<file path="config.mk">
export PLATFORM = sky130hd
export DESIGN_NAME = mem_ctrl
export DESIGN_NICKNAME = d
export VERILOG_FILES = /design/src/rtl/mem_ctrl_pkg.sv /design/src/rtl/mem_ext.sv /design/src/rtl/mem_ctrl.sv
export SDC_FILE = /design/constraint.sdc
export NUM_CORES = 1
export LEC_CHECK = 0
export ABC_AREA = 1
export BUFFER_PORTS_ARGS = -buffer_cell sky130_fd_sc_hd__buf_4
export CAP_MARGIN = 5
export CORE_ASPECT_RATIO = 0.5
export CORE_UTILIZATION = 40
export DETAILED_ROUTE_END_ITERATION = 10
export PLACE_DENSITY = 0.61
export SYNTH_ARGS = -nofsm -noshare
export SYNTH_HDL_FRONTEND = slang
export SYNTH_HIERARCHICAL = 1
export SYNTH_SLANG_ARGS = --single-unit
</file>
<file path="constraint.sdc">
create_clock -name clk_in -period 6 [get_ports clk_in]
set_input_delay 0.3 -clock clk_in [delete_from_list [all_inputs] [get_ports clk_in]]
set_output_delay 0.3 -clock clk_in [all_outputs]
set_load 0.005 [all_outputs]
</file>
<file path="src/rtl/mem_ctrl_pkg.sv">
// Shared encodings for the memory controller: funct3 load/store lengths,
// FSM state codes and the default IO address window selector.
package mem_ctrl_pkg;

  localparam logic [2:0] LEN_B  = 3'b000;
  localparam logic [2:0] LEN_H  = 3'b001;
  localparam logic [2:0] LEN_W  = 3'b010;
  localparam logic [2:0] LEN_BU = 3'b100;
  localparam logic [2:0] LEN_HU = 3'b101;

  localparam logic [1:0] ST_IDLE  = 2'd0;
  localparam logic [1:0] ST_LOAD  = 2'd1;
  localparam logic [1:0] ST_STORE = 2'd2;
  localparam logic [1:0] ST_FETCH = 2'd3;

  localparam logic [1:0] IO_ADDR_BITS_DEF = 2'b11;

  // Byte count of an access; the reserved size code 3 is treated as a word.
  function automatic logic [2:0] len_bytes(input logic [1:0] size);
    case (size)
      2'd0:    return 3'd1;
      2'd1:    return 3'd2;
      default: return 3'd4;
    endcase
  endfunction

endpackage

</file>
<file path="src/rtl/mem_ext.sv">
// Combinational sign/zero extender for byte, half and word load results.
module mem_ext
  import mem_ctrl_pkg::*;
(
  input  logic [31:0] raw,
  input  logic [2:0]  len,
  output logic [31:0] ext
);

  logic sgn_b;
  logic sgn_h;

  assign sgn_b = raw[7] & ~len[2];
  assign sgn_h = raw[15] & ~len[2];

  always_comb begin
    case (len[1:0])
      2'd0:    ext = {{24{sgn_b}}, raw[7:0]};
      2'd1:    ext = {{16{sgn_h}}, raw[15:0]};
      default: ext = raw;
    endcase
  end

endmodule

</file>
<file path="src/rtl/mem_ctrl.sv">
// Byte-serial memory controller: LSB port (priority) and instruction-fetch port
// onto a single-port synchronous RAM/IO bus. Define MEM_CTRL_IO_STALL_EN to hold
// IO-mapped stores while io_buffer_full is high.
module mem_ctrl
  import mem_ctrl_pkg::*;
#(
  parameter int         ADDR_WIDTH   = 32,
  parameter logic [1:0] IO_ADDR_BITS = IO_ADDR_BITS_DEF
) (
  input  logic                  clk_in,
  input  logic                  rst_in,
  input  logic                  rdy_in,
  input  logic                  rob_clear,
  input  logic                  mem_valid,
  input  logic                  mem_wr,
  input  logic [2:0]            mem_len,
  input  logic [ADDR_WIDTH-1:0] mem_addr,
  input  logic [31:0]           mem_value,
  output logic                  mem_ready,
  output logic [31:0]           mem_result,
  input  logic                  if_valid,
  input  logic [ADDR_WIDTH-1:0] if_addr,
  output logic                  if_ready,
  output logic [31:0]           if_data,
  input  logic [7:0]            ram_din,
  output logic [7:0]            ram_dout,
  output logic [ADDR_WIDTH-1:0] ram_a,
  output logic                  ram_wr,
  input  logic                  io_buffer_full
);

  logic [1:0]  state;
  logic [2:0]  cnt;
  logic [23:0] byte_buf;
  logic        wr_q;
  logic [31:0] wdata;
  logic [2:0]  req_len;
  logic [2:0]  n;
  logic [31:0] raw;
  logic [31:0] ext;
  logic        io_block;
  logic        take_mem;
  logic        take_if;

`ifdef MEM_CTRL_IO_STALL_EN
  assign io_block = mem_valid && mem_wr && (mem_addr[17:16] == IO_ADDR_BITS) && io_buffer_full;
`else
  logic unused_io;
  assign io_block  = 1'b0;
  assign unused_io = io_buffer_full & (mem_addr[17:16] == IO_ADDR_BITS);
`endif

  // A blocked or flushed LSB request still owns the bus, so fetch waits behind it.
  assign take_mem = mem_valid && !io_block && (mem_wr || !rob_clear);
  assign take_if  = !mem_valid && if_valid && !rob_clear;

  assign n = (state == ST_FETCH) ? 3'd4 : len_bytes(req_len[1:0]);

  // The last byte is taken straight off ram_din during the ready cycle.
  always_comb begin
    raw = {ram_din, byte_buf};
    case (n)
      3'd1:    raw = {24'd0, ram_din};
      3'd2:    raw = {16'd0, ram_din, byte_buf[7:0]};
      default: raw = {ram_din, byte_buf};
    endcase
  end

  mem_ext u_ext (
    .raw (raw),
    .len (req_len),
    .ext (ext)
  );

  assign mem_ready  = rdy_in && (((state == ST_LOAD) && (cnt == n) && !rob_clear) ||
                                 ((state == ST_STORE) && (cnt == n - 3'd1)));
  assign if_ready   = rdy_in && (state == ST_FETCH) && (cnt == 3'd4) && !rob_clear;
  assign mem_result = (mem_ready && (state == ST_LOAD)) ? ext : 32'd0;
  assign if_data    = if_ready ? raw : 32'd0;
  assign ram_wr     = wr_q && rdy_in;

  always_ff @(posedge clk_in or posedge rst_in) begin
    if (rst_in) begin
      state    <= ST_IDLE;
      cnt      <= 3'd0;
      byte_buf <= 24'd0;
      wr_q     <= 1'b0;
      ram_a    <= '0;
      ram_dout <= 8'd0;
    end else if (rdy_in) begin
      case (state)
        ST_IDLE: begin
          cnt <= 3'd0;
          if (take_mem) begin
            state    <= mem_wr ? ST_STORE : ST_LOAD;
            ram_a    <= mem_addr;
            wr_q     <= mem_wr;
            ram_dout <= mem_value[7:0];
          end else if (take_if) begin
            state <= ST_FETCH;
            ram_a <= if_addr;
            wr_q  <= 1'b0;
          end
        end
        ST_STORE: begin
          if (cnt + 3'd1 < n) begin
            cnt      <= cnt + 3'd1;
            ram_a    <= ram_a + ADDR_WIDTH'(1);
            ram_dout <= wdata[15:8];
          end else begin
            state <= ST_IDLE;
            cnt   <= 3'd0;
            wr_q  <= 1'b0;
          end
        end
        default: begin
          if (rob_clear || (cnt == n)) begin
            state <= ST_IDLE;
            cnt   <= 3'd0;
            wr_q  <= 1'b0;
          end else begin
            cnt <= cnt + 3'd1;
            if (cnt + 3'd1 < n) ram_a <= ram_a + ADDR_WIDTH'(1);
            case (cnt)
              3'd1:    byte_buf[7:0]   <= ram_din;
              3'd2:    byte_buf[15:8]  <= ram_din;
              3'd3:    byte_buf[23:16] <= ram_din;
              default: ;
            endcase
          end
        end
      endcase
    end
  end

  // Request payload registers carry no reset; they are only read after an accept.
  always_ff @(posedge clk_in) begin
    if (rdy_in) begin
      if ((state == ST_IDLE) && take_mem) begin
        wdata   <= mem_value;
        req_len <= mem_len;
      end else if (state == ST_STORE) begin
        wdata <= {8'd0, wdata[31:8]};
      end
    end
  end

endmodule
</file>
Word level (Yosys, flattened, before mapping):

Index checks and enable logic that the tools add are counted.

* flip-flop bits (word level): 105
* input port bits: 115
* output and inout port bits: 107

* $add $sub $neg: 3
* magnitude comparators: 1
* equality and inequality tests: 17
* muxes and demuxes: 30
* bitwise logic cells: 5
* reductions and logical operators: 32

Operator list (number)
* 2-to-1 mux 32 bit: 8
* one-hot mux 32 bit (2 select lines): 3
* adder 32 x 1 -> 32 bit (second input constant): 1
* AND reduction 4 bit: 5
* 2-to-1 mux 8 bit: 2
* one-hot mux 8 bit (2 select lines): 1
* logical AND 1 bit: 13
* one-hot mux 3 bit (2 select lines): 2
* 2-to-1 mux 2 bit: 5
* == test 3 x 2 -> 1 bit (second input constant): 3
* 2-to-1 mux 3 bit: 3
* == test 3 x 1 -> 1 bit (second input constant): 2
* == test 3 bit: 2
* == test 2 x 1 -> 1 bit (second input constant): 2
* == test 2 bit (second input constant): 2
* zero test 2 bit: 2
* 2-to-1 mux 1 bit: 4
* inequality test 2 bit (second input constant): 2
* one-hot mux 2 bit (2 select lines): 1
* AND reduction 2 bit: 2
* nonzero test 2 bit: 2
* adder 3 x 1 -> 3 bit (second input constant): 1
* == test 3 bit (second input constant): 1
* logical OR 1 bit: 3
* other kinds (12): 16

Logic depth before layout (Yosys ltp):

Gate-level depths: netlist of run 1.

* depth after elaboration: 10
* gate-level depth with buffers: 17
* mapped depth without buffers: 15

Cells and area by module:

The synthesis of run 1 kept the hierarchy.

By module, submodules not included
* mem_ctrl: instances 1, cells each 977, area an instance 6606.3 um^2
* mem_ext: instances 1, cells each 71, area an instance 404.1 um^2

Worst setup path after synthesis of run 1:

No wires, ideal clock.

* kind: register to output
* from: register state[0]
* to: output mem_result[20]
* arrival: 2.088 ns
* slack: 3.612 ns
* cell stages (with the launch flop): 17
* buffers on the path: 3
* cells stage by stage: dfrtp_1 > buf_4 > nand2_4 > nand3_1 > inv_1 > ha_1 > nand2_4 > nand2_1 > buf_2 > o22ai_2 > nand2_2 > inv_2 > nand2_4 > buf_6 > nand3_1 > inv_1 > nor2_1

* elaborated cells on any way between the ends: 20

RTL lines
* start, declared: RTL line mem_ctrl.sv:32 `logic [1:0] state;`
* start signal, assigned: RTL line mem_ctrl.sv:95 `state <= mem_wr ? ST_STORE : ST_LOAD;`
* == test 2 bit *: RTL line mem_ctrl.sv:57 `assign n = (state == ST_FETCH) ? 3'd4 : len_bytes(req_len[1:0]);`
* 2-to-1 mux 3 bit *: RTL line mem_ctrl.sv:57
* == test 3 x 2 -> 1 bit or == test 3 x 1 -> 1 bit (tied branches): RTL line mem_ctrl.sv:62 `case (n)`
* one-hot mux 32 bit (2 select lines) *: RTL line mem_ctrl.sv:62
* named net raw[15]: RTL line mem_ctrl.sv:39 `logic [31:0] raw;`
* AND 1 bit *: RTL line mem_ext.sv:14 `assign sgn_h = raw[15] & ~len[2];`
* one-hot mux 32 bit (2 select lines) *: RTL line mem_ext.sv:17 `case (len[1:0])`
* named net ext[20]: RTL line mem_ctrl.sv:40 `logic [31:0] ext;`
* 2-to-1 mux 32 bit *: RTL line mem_ctrl.sv:78 `assign mem_result = (mem_ready && (state == ST_LOAD)) ? ext : 32'd0;`
* end, declared: RTL line mem_ctrl.sv:20 `output logic [31:0] mem_result,`

Mark *: on every way through the listed nets, which the timed path passes. The rest lies on a longest branch.

Worst setup path in the final report of run 1:

* from: register req_len[1]
* to: output mem_result[17]

* cells in the longest elaborated chain, start to end: 10
* elaborated cells on any way between the ends: 20

RTL lines
* start, declared: RTL line mem_ctrl.sv:37 `logic [2:0] req_len;`
* start signal, assigned: RTL line mem_ctrl.sv:141 `req_len <= mem_len;`
* == test 2 x 1 -> 1 bit or zero test 2 bit (tied branches): RTL line mem_ctrl_pkg.sv:20, mem_ext.sv:17
* one-hot mux 3 bit (2 select lines): RTL line mem_ctrl_pkg.sv:20 `case (size)`
* 2-to-1 mux 3 bit: RTL line mem_ctrl.sv:57
* subtractor 3 x 1 -> 3 bit or == test 3 bit (tied branches): RTL line mem_ctrl.sv:76, mem_ctrl.sv:75
* == test 3 bit or logical AND 1 bit (tied branches): RTL line mem_ctrl.sv:76, mem_ctrl.sv:75
* logical AND 1 bit (on tied branches): RTL line mem_ctrl.sv:76, mem_ctrl.sv:75
* logical OR 1 bit: RTL line mem_ctrl.sv:75 `assign mem_ready = rdy_in && (((state == ST_LOAD) && (cnt == n) && !rob_clear) ||`
* logical AND 1 bit: RTL line mem_ctrl.sv:75
* logical AND 1 bit: RTL line mem_ctrl.sv:78
* 2-to-1 mux 32 bit *: RTL line mem_ctrl.sv:78

Every way passes the cells marked *; elsewhere a longest branch is shown, timed or not.

==> results of run 1 <==
[per-stage QoR]
| step | worst slack, ns | hold WS, ns | util | instances |
|---|---|---|---|---|
| 3_3_place_gp | 2.44 | 0.460 | 0.517 | 1451 |
| 5_1_grt | 1.67 | 0.110 | 0.534 | 1467 |
| 4_1_cts | 2.05 | 0.119 | 0.534 | 1467 |
| 2_1_floorplan | 3.61 | 0.399 | - | 1048 |
| 3_5_place_dp | 2.42 | 0.463 | 0.517 | 1451 |
| 6_report | 2.09 | 0.127 | 0.534 | 1467 |
[synth_stat cells, drive strengths merged (2+ instances only)]
cell type	count	area, sq um
nand2	423	1620
inv	126	473
nor2	125	514
dfrtp	70	1750
nand3	57	313
o21ai	53	265
buf	40	287
a22oi	29	218
edfxtp	27	811
a21oi	19	110
nor3	19	106
ha	11	138
clkbuf	9	33.8
mux2	8	90.1
o22ai	8	93.8
nand3b	6	48.8
nand4	6	37.5
xor2	5	43.8
or2	2	12.5
[cells in the final DEF, fill, tap and decap left out, types with 6 or more instances in the layout]
| cell | n |
|---|---|
| nor3_1 | 18 |
| a22oi_1 | 29 |
| o21ai_0 | 30 |
| nand2_1 | 415 |
| dfrtp_1 | 70 |
| ha_1 | 11 |
| clkbuf_16 | 9 |
| buf_4 | 225 |
| nand3_1 | 53 |
| nor2_4 | 6 |
| o21ai_1 | 23 |
| o22ai_2 | 7 |
| a21oi_1 | 17 |
| mux2_2 | 8 |
| nand4_1 | 6 |
| nor2_1 | 117 |
| inv_1 | 119 |
| edfxtp_1 | 27 |
| inv_2 | 7 |
[state kept, by name, indices dropped and copies added (netlist names)]
| signal | count |
|---|---|
| byte_buf | 24 |
| cnt | 3 |
| ram_a | 32 |
| ram_dout | 8 |
| req_len | 3 |
| state | 2 |
| wdata | 24 |
| wr_q | 1 |
[kinds of logic (layout without fill, tap and decap cells)]
group | count (synthesis) | count (layout) | synth area share
AOI/OAI and AO/OA | 111 | 111 | 0.100
xor gates and xnor gates | 5 | 5 | 0.00625
adders and majority gates | 11 | 11 | 0.0196
buffers and inverters | 175 | 367 | 0.113
DFF | 97 | 97 | 0.366
muxes | 8 | 8 | 0.0129
and+or+nand+nor | 641 | 641 | 0.382
[area by class of cell]
class | count | area [sq um]
Clock buffer | 10 | 229
Clock inverter | 6 | 60.1
Fill cell | 1688 | 7810
Inverter | 126 | 473
Multi-Input combinational cell | 776 | 3660
Sequential cell | 97 | 2560
Tap cell | 227 | 284
Timing Repair Buffer | 225 | 1690
[metal layers]
metal  global-route usage  wire length (microns)
met4               0.0410                    167
met2                0.397                   9390
met3               0.0431                   1070
met5                    0                      0
met1                0.301                   9520
[power by group]
group	internal (mW)	switching, mW	leakage, nW
clock	0.292	0.273	0.141
combinational	0.590	0.882	3.61
sequential	0.936	0.227	1.10
[worst paths after layout]
check / endpoint / depth (start not counted) / slack [ns] / from
max in group asynchronous: ram_dout[2]$_DFFE_PP0P_ / 3 / 5.15 / rst_in
hold / removal: req_len[2]$_DFFE_PP_ / 1 / 0.13 / mem_len[2]
setup / recovery: mem_result[17] / 10 / 2.09 / req_len[1]$_DFFE_PP_
min in group asynchronous: ram_a[29]$_DFFE_PP0P_ / 3 / 0.24 / rst_in
hold reg to reg: wr_q$_DFFE_PP0P_ / 2 / 0.48 / wr_q$_DFFE_PP0P_
setup reg to reg: ram_a[0]$_DFFE_PP0P_ / 8 / 2.50 / state[0]$_DFFE_PP0P_
[worst reg2reg max path, stage by stage, from the launching register on]
cell     delay, ns
dfrtp_1       0.54
nor2_2        0.57
inv_2         0.45
nor2_4        0.81
a21oi_4       0.15
nand2_2       0.13
inv_2         0.04
nand2_2       0.50
o21ai_0       0.16
==> key figures, run 1 <==
Floorplan
  • Initial Util: 0.418
  • I/O pin cnt: between 200 and 250
  • FP Rows: 33
  • Die area: around 18000 sq um
  • Die W: about 190 microns
  • Core Area: roughly 17000 sq um
  • Die Height: roughly 96 microns

Placement
  • Dpl hpwl: approximately 15000 microns
  • I/O Buffers: 220
  • Placed cell areas: just under 9000 sq um
  • Routability cong.: roughly 0.87

Timing
  • TNS Setup: 0 ns
  • Slew of the pin with the lowest slew margin: 1.02 ns
  • Fmax: 0.256 GHz
  • RSZ-0062 raised after global routing: false
  • Slew HR: 0.319
  • Tmin final: around 3.9 ns
  • Pins over their slew limit: 0
  • Fin. Hold Viols: 0
  • Skew final: 0.0120 ns
  • Final Setup Violations: 0
  • Tcrit/Tclk final: 0.651

Detailed routing
  • Post-route ant nets: 0
  • DR WL/cell: 13.7 microns
  • Vias: 7118
  • Vias per inst: about 4.9
  • Iteration-0 DRC Markers: approximately 400
  • # DRC: 0
  • First drt pass iteration count: 5
  • Total wire length after detailed routing: between 20000 and 25000 microns

Flow run
  • Max-Cap Viols: 0

Critical path
  • Setup CP Type: flip-flop to primary output
  • Max stage delay on crit path: 0.98 ns
  • Critical Path Sink Type: primary output
  • Startpoint Class: flip-flop
  • Crit path cell chain: inv_1 -> nand3_1 -> ha_1 -> xor2_1 -> nor3_1 -> nand2_1 -> nand2_1 -> nand3b_2 -> nor2_1 -> buf_4
  • Crit Path Max Fanout: 32
  • Crit-path most repeated cell: nand2_1
  • Slowest-stage cell, CP: edfxtp_1
  • CP top delay family: simple AND/OR/NAND/NOR gates
  • Crit path buf inv count: 2
  • Worst Path Required: 5.70 ns
  • Worst path arrival time: ~3.6 ns

Pwr
  • Final Power: around 3.2 mW
  • Peak supply drop: approximately 0.17 mV
  • Pwr/cell area: about 360 nW/um^2
  • Leakage: 4.85 nW

CTS
  • TritonCTS clock tree: done
  • Post-CTS sizing: 0
  • Cts bufs inserted: 9
  • H-tree Lvls: 3
  • Clock-pin slew on the worst setup and hold paths: ~0.08 ns
  • Post-CTS Setup Bufs: 0
  • CTS Buffer Depth: 2
  • Post-CTS Hold Fix Bufs: 0
  • Skew-Pair Late Insertion Delay: ~0.35 ns
  • Sink Count: 97
  • Clk root buf: clkbuf_16

Global route
  • Initial antenna violation count: 0
  • GRT Overall Usage: 0.229
  • Vias in the first global route: between 6000 and 7000
  • Largest net degree at the start of global routing: between 70 and 80
  • First-pass GRT wire length: 32500 microns
  • Grt total ovfl: 0

Logic synthesis
  • Post-synthesis cell type count: 41
  • EDFF count, synth: 27
  • Post-Synthesis Cells: between 1000 and 1500
  • Synth warn: 6
  • Seq/Total Area, Yosys: 0.366
  • Top_reg_cell synth: dfrtp_1
  • Fraction of registers with async set or reset after synthesis: 0.722
  • FF+latch count, synth: between 90 and 100
  • Mapped cell area: between 7000 and 8000 sq um
  • Average size of a mapped cell: 6.69 sq um
  • Syn_nets: approximately 1200

Finish
  • Share of cells above drive strength 1: 0.232
  • Ant diodes: 0
  • Design area: ~9000 sq um
  • Area Overhead vs Synth: 27.8%
  • Nets@finish: 1361

Run status
  • Outcome: finished, final reports clean

Worst hold path
  • Worst Hold Class: input pin to flip-flop
Power figures use the tool's default switching activity.
==> inputs of run 2 (changes only) <==
==> constraint.sdc (replaced) <==
create_clock -name clk_in -period 4.01 [get_ports clk_in]
set_input_delay 0.2005 -clock clk_in [delete_from_list [all_inputs] [get_ports clk_in]]
set_output_delay 0.2005 -clock clk_in [all_outputs]
set_load 0.005 [all_outputs]
==> run 2 against run 1 <==
Compared with the run above:
- the flow now finishes with violations (negative hold slack)
- clock power rose by 66%
- largest power group unchanged
- cell area grew 0.50%
- critical path depth grew 4
- total power rose by 53%
- critical endpoint unchanged
- wire length is 0.39% higher
- sequential share of layout area down 0.14 points
==> key figures, run 2 (synthesis gave the netlist of run 1 again) <==
Detailed routing
  • First drt pass iteration count: 6 (+1)
  • Vias: 7108 (-0.14%)
  • # DRC: 0 (unchanged)
  • Iteration-0 DRC Markers: 364 (-8.5%)
  • Vias per inst: 4.84 (-0.28%)
  • Post-route ant nets: 0 (unchanged)
  • Total wire length after detailed routing: 20200 microns (+0.39%)
  • DR WL/cell: 13.8 microns (+0.26%)

Floorplan
  • I/O pin cnt: 222 (unchanged)
  • Die W: 189 microns (unchanged)
  • Die Height: 95.6 microns (unchanged)
  • FP Rows: 33 (unchanged)
  • Die area: 18100 sq um (unchanged)
  • Initial Util: 0.418 (unchanged)
  • Core Area: 16800 sq um (unchanged)

Critical path
  • Crit Path Max Fanout: 19 (-41%)
  • Slowest-stage cell, CP: dfrtp_1
  • Crit path cell chain: nand2_4 -> nand3_1 -> inv_1 -> ha_1 -> nand2_4 -> nand2_1 -> o22ai_2 -> nand2_2 -> inv_2 -> nand2_4 -> nand3_1 -> inv_1 -> nor2_1 -> buf_4
  • RR Startpoint: state[0]$_DFFE_PP0P_
  • Worst Path Required: 3.81 ns (-1.89 ns)
  • Setup CP Type: flip-flop to primary output
  • Startpoint Class: flip-flop
  • Worst path arrival time: 3.22 ns (-0.39 ns)
  • Critical Path Sink Type: primary output
  • Reg2reg setup slack: 0.95 ns (-1.55 ns)
  • Reg2Reg Capture Point: ram_a[0]$_DFFE_PP0P_
  • Max stage delay on crit path: 0.63 ns (-0.35 ns)
  • Crit-path most repeated cell: nand2_4
  • Worst r2r path cells: 8 (unchanged)

Finish
  • Design area: 9000 sq um (+0.50%)
  • Most frequent cells in the layout: 415 x nand2_1, 227 x buf_4, 119 x inv_1, 117 x nor2_1, 70 x dfrtp_1
  • Ant diodes: 0 (unchanged)
  • Commonest non-fill, non-tap cell in the layout: nand2_1
  • Nets@finish: 1363 (+0.15%)
  • Top reg by flops: ram_a
  • FILL cells: 1721 (+2.0%)
  • Multi-input gate area: 3660 sq um (unchanged)
  • Number of flip-flops in the largest register: 32 (unchanged)
  • Share of cells above drive strength 1: 0.233 (+0.00124)
  • Area Overhead vs Synth: 28.4%
  • Post-Layout Cell Count: 1469 (+0.14%)
  • Biggest registers after layout: ram_a x32, byte_buf x24, wdata x24
  • Register area: 2560 sq um (unchanged)

CTS
  • Skew-Pair Late Insertion Delay: 0.34 ns (about the same)
  • Post-CTS Setup Bufs: 0 (unchanged)
  • Clock-pin slew on the worst setup and hold paths: 0.07 ns (about the same)
  • Post-CTS Hold Fix Bufs: 0 (unchanged)
  • Post-CTS sizing: 0 (unchanged)
  • Sink Count: 97 (unchanged)
  • Cts bufs inserted: 9 (unchanged)
  • H-tree Lvls: 3 (unchanged)
  • Clk root buf: clkbuf_16
  • TritonCTS clock tree: done
  • CTS Buffer Depth: 2 (unchanged)

Flow run
  • Max-Cap Viols: 0 (unchanged)

Timing
  • Slew of the pin with the lowest slew margin: 0.954 ns (-0.0668 ns)
  • Slew HR: 0.364 (+0.0446)
  • Tcrit/Tclk final: 0.854
  • Skew final: 0.00994 ns (-0.00210 ns)
  • Fin. Hold Viols: 9 (+9)
  • TNS Setup: 0 ns (unchanged)
  • Fmax: 0.292 GHz
  • Final Setup Violations: 0 (unchanged)
  • Tmin final: 3.42 ns
  • RSZ-0062 raised after global routing: false
  • Hold Slack: -0.0107 ns (-0.138 ns)
  • Pins over their slew limit: 0 (unchanged)

Global route
  • First-pass GRT wire length: 32500 microns (-0.13%)
  • Initial antenna violation count: 0 (unchanged)
  • Vias in the first global route: 6418 (+0.82%)
  • Largest net degree at the start of global routing: 49 (-31%)
  • Grt total ovfl: 0 (unchanged)
  • GRT Overall Usage: 0.228 (-0.000636)

Pwr
  • Leakage: 4.87 nW (+0.37%)
  • Net switching power: 2.05 mW (+49%)
  • Sequential fraction of design power: 0.355 (-0.008)
  • Combinational share of power: 0.453 (-0.007)
  • Internal power: 2.84 mW (+56%)
  • Clock power frac: 0.192 (+0.015)
  • Pwr/cell area: 543 nW/um^2 (+52%)
  • Peak supply drop: 0.301 mV (+81%)
  • Final Power: 4.89 mW (+53%)
  • Switching Fraction: 0.420 (-0.0121)

Placement
  • DP Cell Count: 1453 (+0.14%)
  • I/O Buffers: 220 (unchanged)
  • Dpl hpwl: 15300 microns (+2.5%)
  • Routability cong.: 0.874 (+0.62%)
  • Placed cell areas: 8680 sq um (+0.17%)

Run status
  • Outcome: finished, violations left
  • Failing checks: negative hold slack

Worst hold path
  • Worst Hold Class: input pin to async pin
## run 2: cell count changes in the layout (fill, tap and decap cells not counted), sizes merged
cell / change
clkinv: -1
bufinv: +2
inv: -3
clkinvlp: +2
buf: +2
## run 2: critical path: cells and delay by family (launching register included)
family	cells	cell delay [ns]
AO/OA/AOI/OAI	1	0.31
buffers and inverters	4	0.37
flip-flops	1	0.63
adder cells (fa/ha/maj)	1	0.22
AND/OR/NAND/NOR	8	1.34
## run 2: worst max-delay path by stage
stage                               startpoint              to  slack, ns  cells past startpoint
after floorplan           state[0]$_DFFE_PP0P_  mem_result[20]       1.72                     16
after global placement    state[0]$_DFFE_PP0P_  mem_result[17]       0.99                     14
after detailed placement  state[0]$_DFFE_PP0P_  mem_result[17]       0.96                     14
after CTS                 state[0]$_DFFE_PP0P_  mem_result[17]       0.56                     14
after global routing      state[0]$_DFFE_PP0P_  mem_result[17]       0.29                     14
final                     state[0]$_DFFE_PP0P_  mem_result[17]       0.59                     14
## run 2: layout make-up
class / count / area share
clock inverters: 6 / 0.0100
flip-flops and latches: 97 / 0.285
multi-input cells: 776 / 0.407
repair buffers: 227 / 0.189
well taps: 227 / 0.0315
inverters: 126 / 0.0525
clock buffers: 10 / 0.0254
## run 2: power by group through the flow
stage          clock, mW  sequential (mW)  combinational, mW
2_1_floorplan          0             1.66               1.58
3_3_place_gp           0             1.74               2.19
3_5_place_dp           0             1.75               2.23
4_1_cts            0.969             1.73               2.24
5_1_grt             1.00             1.79               2.53
6_report           0.937             1.74               2.22
## run 2: routing by layer
metal	up-vias	track usage	wire length (microns)
met5	-	0	0
met4	0	0.0444	161
met3	12	0.0372	978
met2	200	0.395	9520
met1	3223	0.303	9570
li1	3673	-	-
## run 2: through the flow
stage | setup slack, ns | utilization
5_1_grt | 0.290 | 0.537
6_report | 0.586 | 0.537
3_5_place_dp | 0.956 | 0.518
2_1_floorplan | 1.72 | -
4_1_cts | 0.562 | 0.537
3_3_place_gp | 0.995 | 0.518
==> inputs of run 3 (changes only) <==
--- a/config.mk
+++ b/config.mk
@@ -12,6 +12,7 @@
 export CORE_UTILIZATION = 40
 export DETAILED_ROUTE_END_ITERATION = 10
 export PLACE_DENSITY = 0.61
+export REMOVE_ABC_BUFFERS = 1
 export SYNTH_ARGS = -nofsm -noshare
 export SYNTH_HDL_FRONTEND = slang
 export SYNTH_HIERARCHICAL = 1
==> constraint.sdc (replaced) <==
create_clock -name clk_in -period 4.12 [get_ports clk_in]
set_input_delay 0.206 -clock clk_in [delete_from_list [all_inputs] [get_ports clk_in]]
set_output_delay 0.206 -clock clk_in [all_outputs]
set_load 0.005 [all_outputs]
==> run 3 against run 2 <==
Compared with the run above:
- the run now ends clean
- utilization is the same
- flip-flop and latch count stayed put
- global-route usage is 0.30 points higher
- cell count did not move
- clock power shrank 3.9%
- die area stayed put
- combinational power down 3%
- largest power group unchanged
- critical path depth is 3 lower
- wire length up 0.87%
- critical path type unchanged
- clock-buffer cell count is the same
- total power fell by 3.0%
==> key figures, run 3 (synthesis gave the netlist of run 1 again) <==
Run status
  • Outcome: finished, final reports clean

CTS
  • Clk root buf: clkbuf_16
  • CTS Buffer Depth: 2 (unchanged)
  • Clock-pin slew on the worst setup and hold paths: 0.07 ns (about the same)
  • Post-CTS sizing: 0 (unchanged)
  • Post-CTS Hold Fix Bufs: 0 (unchanged)
  • Skew-Pair Late Insertion Delay: 0.35 ns (about the same)
  • H-tree Lvls: 3 (unchanged)
  • TritonCTS clock tree: done
  • Sink Count: 97 (unchanged)
  • Post-CTS Setup Bufs: 0 (unchanged)
  • Cts bufs inserted: 9 (unchanged)

Floorplan
  • Die Height: 95.6 microns (unchanged)
  • Core Area: 16800 sq um (unchanged)
  • Die area: 18100 sq um (unchanged)
  • I/O pin cnt: 222 (unchanged)
  • Die W: 189 microns (unchanged)
  • Initial Util: 0.418 (unchanged)
  • FP Rows: 33 (unchanged)

Pwr
  • Pwr/cell area: 527 nW/um^2 (-3.0%)
  • Leakage: 4.87 nW (+0.12%)
  • Peak supply drop: 0.245 mV (-19%)

Finish
  • Nets@finish: 1363 (unchanged)
  • Top reg by flops: ram_a
  • Area Overhead vs Synth: 28.4% (unchanged)
  • Ant diodes: 0 (unchanged)
  • Post-Layout Cell Count: 1469 (unchanged)
  • Final design utilization: 0.537 (unchanged)
  • Number of flip-flops in the largest register: 32 (unchanged)
  • Design area: 9000 sq um (unchanged)
  • Biggest registers after layout: ram_a x32, byte_buf x24, wdata x24
  • Commonest non-fill, non-tap cell in the layout: nand2_1
  • Share of cells above drive strength 1: 0.234 (+0.000805)
  • Most frequent cells in the layout: 415 x nand2_1, 227 x buf_4, 119 x inv_1, 117 x nor2_1, 70 x dfrtp_1

Detailed routing
  • Total wire length after detailed routing: 20400 microns (+0.87%)
  • First drt pass iteration count: 5 (-1)
  • Post-route ant nets: 0 (unchanged)
  • Vias per inst: 4.86 (+0.39%)
  • # DRC: 0 (unchanged)
  • Vias: 7136 (+0.39%)
  • Iteration-0 DRC Markers: 383 (+5.2%)
  • DR WL/cell: 13.9 microns (+0.87%)

Critical path
  • Crit path cell chain: nor2_1 -> nand2_1 -> inv_1 -> ha_1 -> xor2_1 -> nor3_1 -> nand2_1 -> nand2_1 -> nand3b_2 -> nor2_1 -> buf_4
  • Slowest-stage cell, CP: edfxtp_1
  • Crit path buf inv count: 2 (-2)
  • Crit Path Max Fanout: 32 (+13)
  • Worst Path Required: 3.91 ns (+0.10 ns)
  • Max stage delay on crit path: 0.68 ns (+0.05 ns)
  • Crit-path most repeated cell: nand2_1
  • Critical Path Sink Type: primary output
  • CP top delay family: simple AND/OR/NAND/NOR gates
  • Worst path arrival time: 3.15 ns (-0.07 ns)
  • Setup CP Type: flip-flop to primary output
  • Startpoint Class: flip-flop

Global route
  • GRT Overall Usage: 0.231 (+0.00304)
  • First-pass GRT wire length: 33000 microns (+1.7%)
  • Vias in the first global route: 6699 (+4.4%)
  • Grt total ovfl: 0 (unchanged)
  • Largest net degree at the start of global routing: 49 (unchanged)
  • Initial antenna violation count: 0 (unchanged)

Timing
  • TNS Setup: 0 ns (unchanged)
  • Tmin final: approximately 3.4 ns
  • RSZ-0062 raised after global routing: false
  • Hold Slack: 0.0348 ns (+0.0455 ns)
  • Pins over their slew limit: 0 (unchanged)
  • Slew of the pin with the lowest slew margin: 1.00 ns (+0.0466 ns)
  • Fin. Hold Viols: 0 (-9)
  • Tcrit/Tclk final: 0.814
  • Slew HR: 0.332 (-0.0311)
  • Skew final: 0.0127 ns (+0.00277 ns)
  • Fmax: between 0.2 and 0.3 GHz
  • Final Setup Violations: 0 (unchanged)

Placement
  • DP Cell Count: 1453 (unchanged)
  • I/O Buffers: 220 (unchanged)
  • Placed cell areas: 8680 sq um (unchanged)
  • Dpl hpwl: 15000 microns (-1.9%)
  • Routability cong.: 0.880 (+0.77%)

Flow run
  • Max-Cap Viols: 0 (unchanged)

Worst hold path
  • Worst Hold Class: input pin to flip-flop
-- run 3: cell count changes in the layout (fill, tap and decap cells not counted), sizes merged --
cell and delta:
clkinvlp -1, bufinv -1, inv +2
-- run 3: per-stage QoR --
stage,setup slack [ns],power [mW]
floorplan,0.951,3.02
global placement,1.26,3.82
detailed placement,1.20,3.87
CTS,0.783,4.78
global route,0.470,5.18
finish,0.766,4.74
-- run 3: layer usage --
layer / vias up / global-route usage / wire length [microns]
met3: 25 / 0.0453 / 1270
met4: 0 / 0.0612 / 303
met2: 218 / 0.388 / 9350
met1: 3228 / 0.306 / 9480
met5: - / 0 / 0
li1: 3665 / - / -
-- run 3: path summary, 6_finish.rpt --
kind / to / from / slack (ns) / cells past startpoint
setup / recovery: mem_result[0] / req_len[0]$_DFFE_PP_ / 0.77 / 11
hold / removal: req_len[2]$_DFFE_PP_ / mem_len[2] / 0.03 / 1
setup reg to reg: ram_a[0]$_DFFE_PP0P_ / state[0]$_DFFE_PP0P_ / 1.30 / 8
hold reg to reg: wr_q$_DFFE_PP0P_ / wr_q$_DFFE_PP0P_ / 0.47 / 2
max in group asynchronous: wr_q$_DFFE_PP0P_ / rst_in / 3.06 / 3
min in group asynchronous: ram_a[10]$_DFFE_PP0P_ / rst_in / 0.10 / 2
-- run 3: cell type report --
cell class | count | area [sq um]
timing repair buffer | 227 | 1700
sequential | 97 | 2560
tap | 227 | 284
clock inverter | 6 | 68.8
fill | 1685 | 7760
inverter | 126 | 473
multi-input combinational | 776 | 3660
clock buffer | 10 | 250
-- run 3: where the power goes --
part / switching (mW) / internal (mW)
clock network: 0.386 / 0.513
registers: 0.327 / 1.36
logic: 1.29 / 0.862
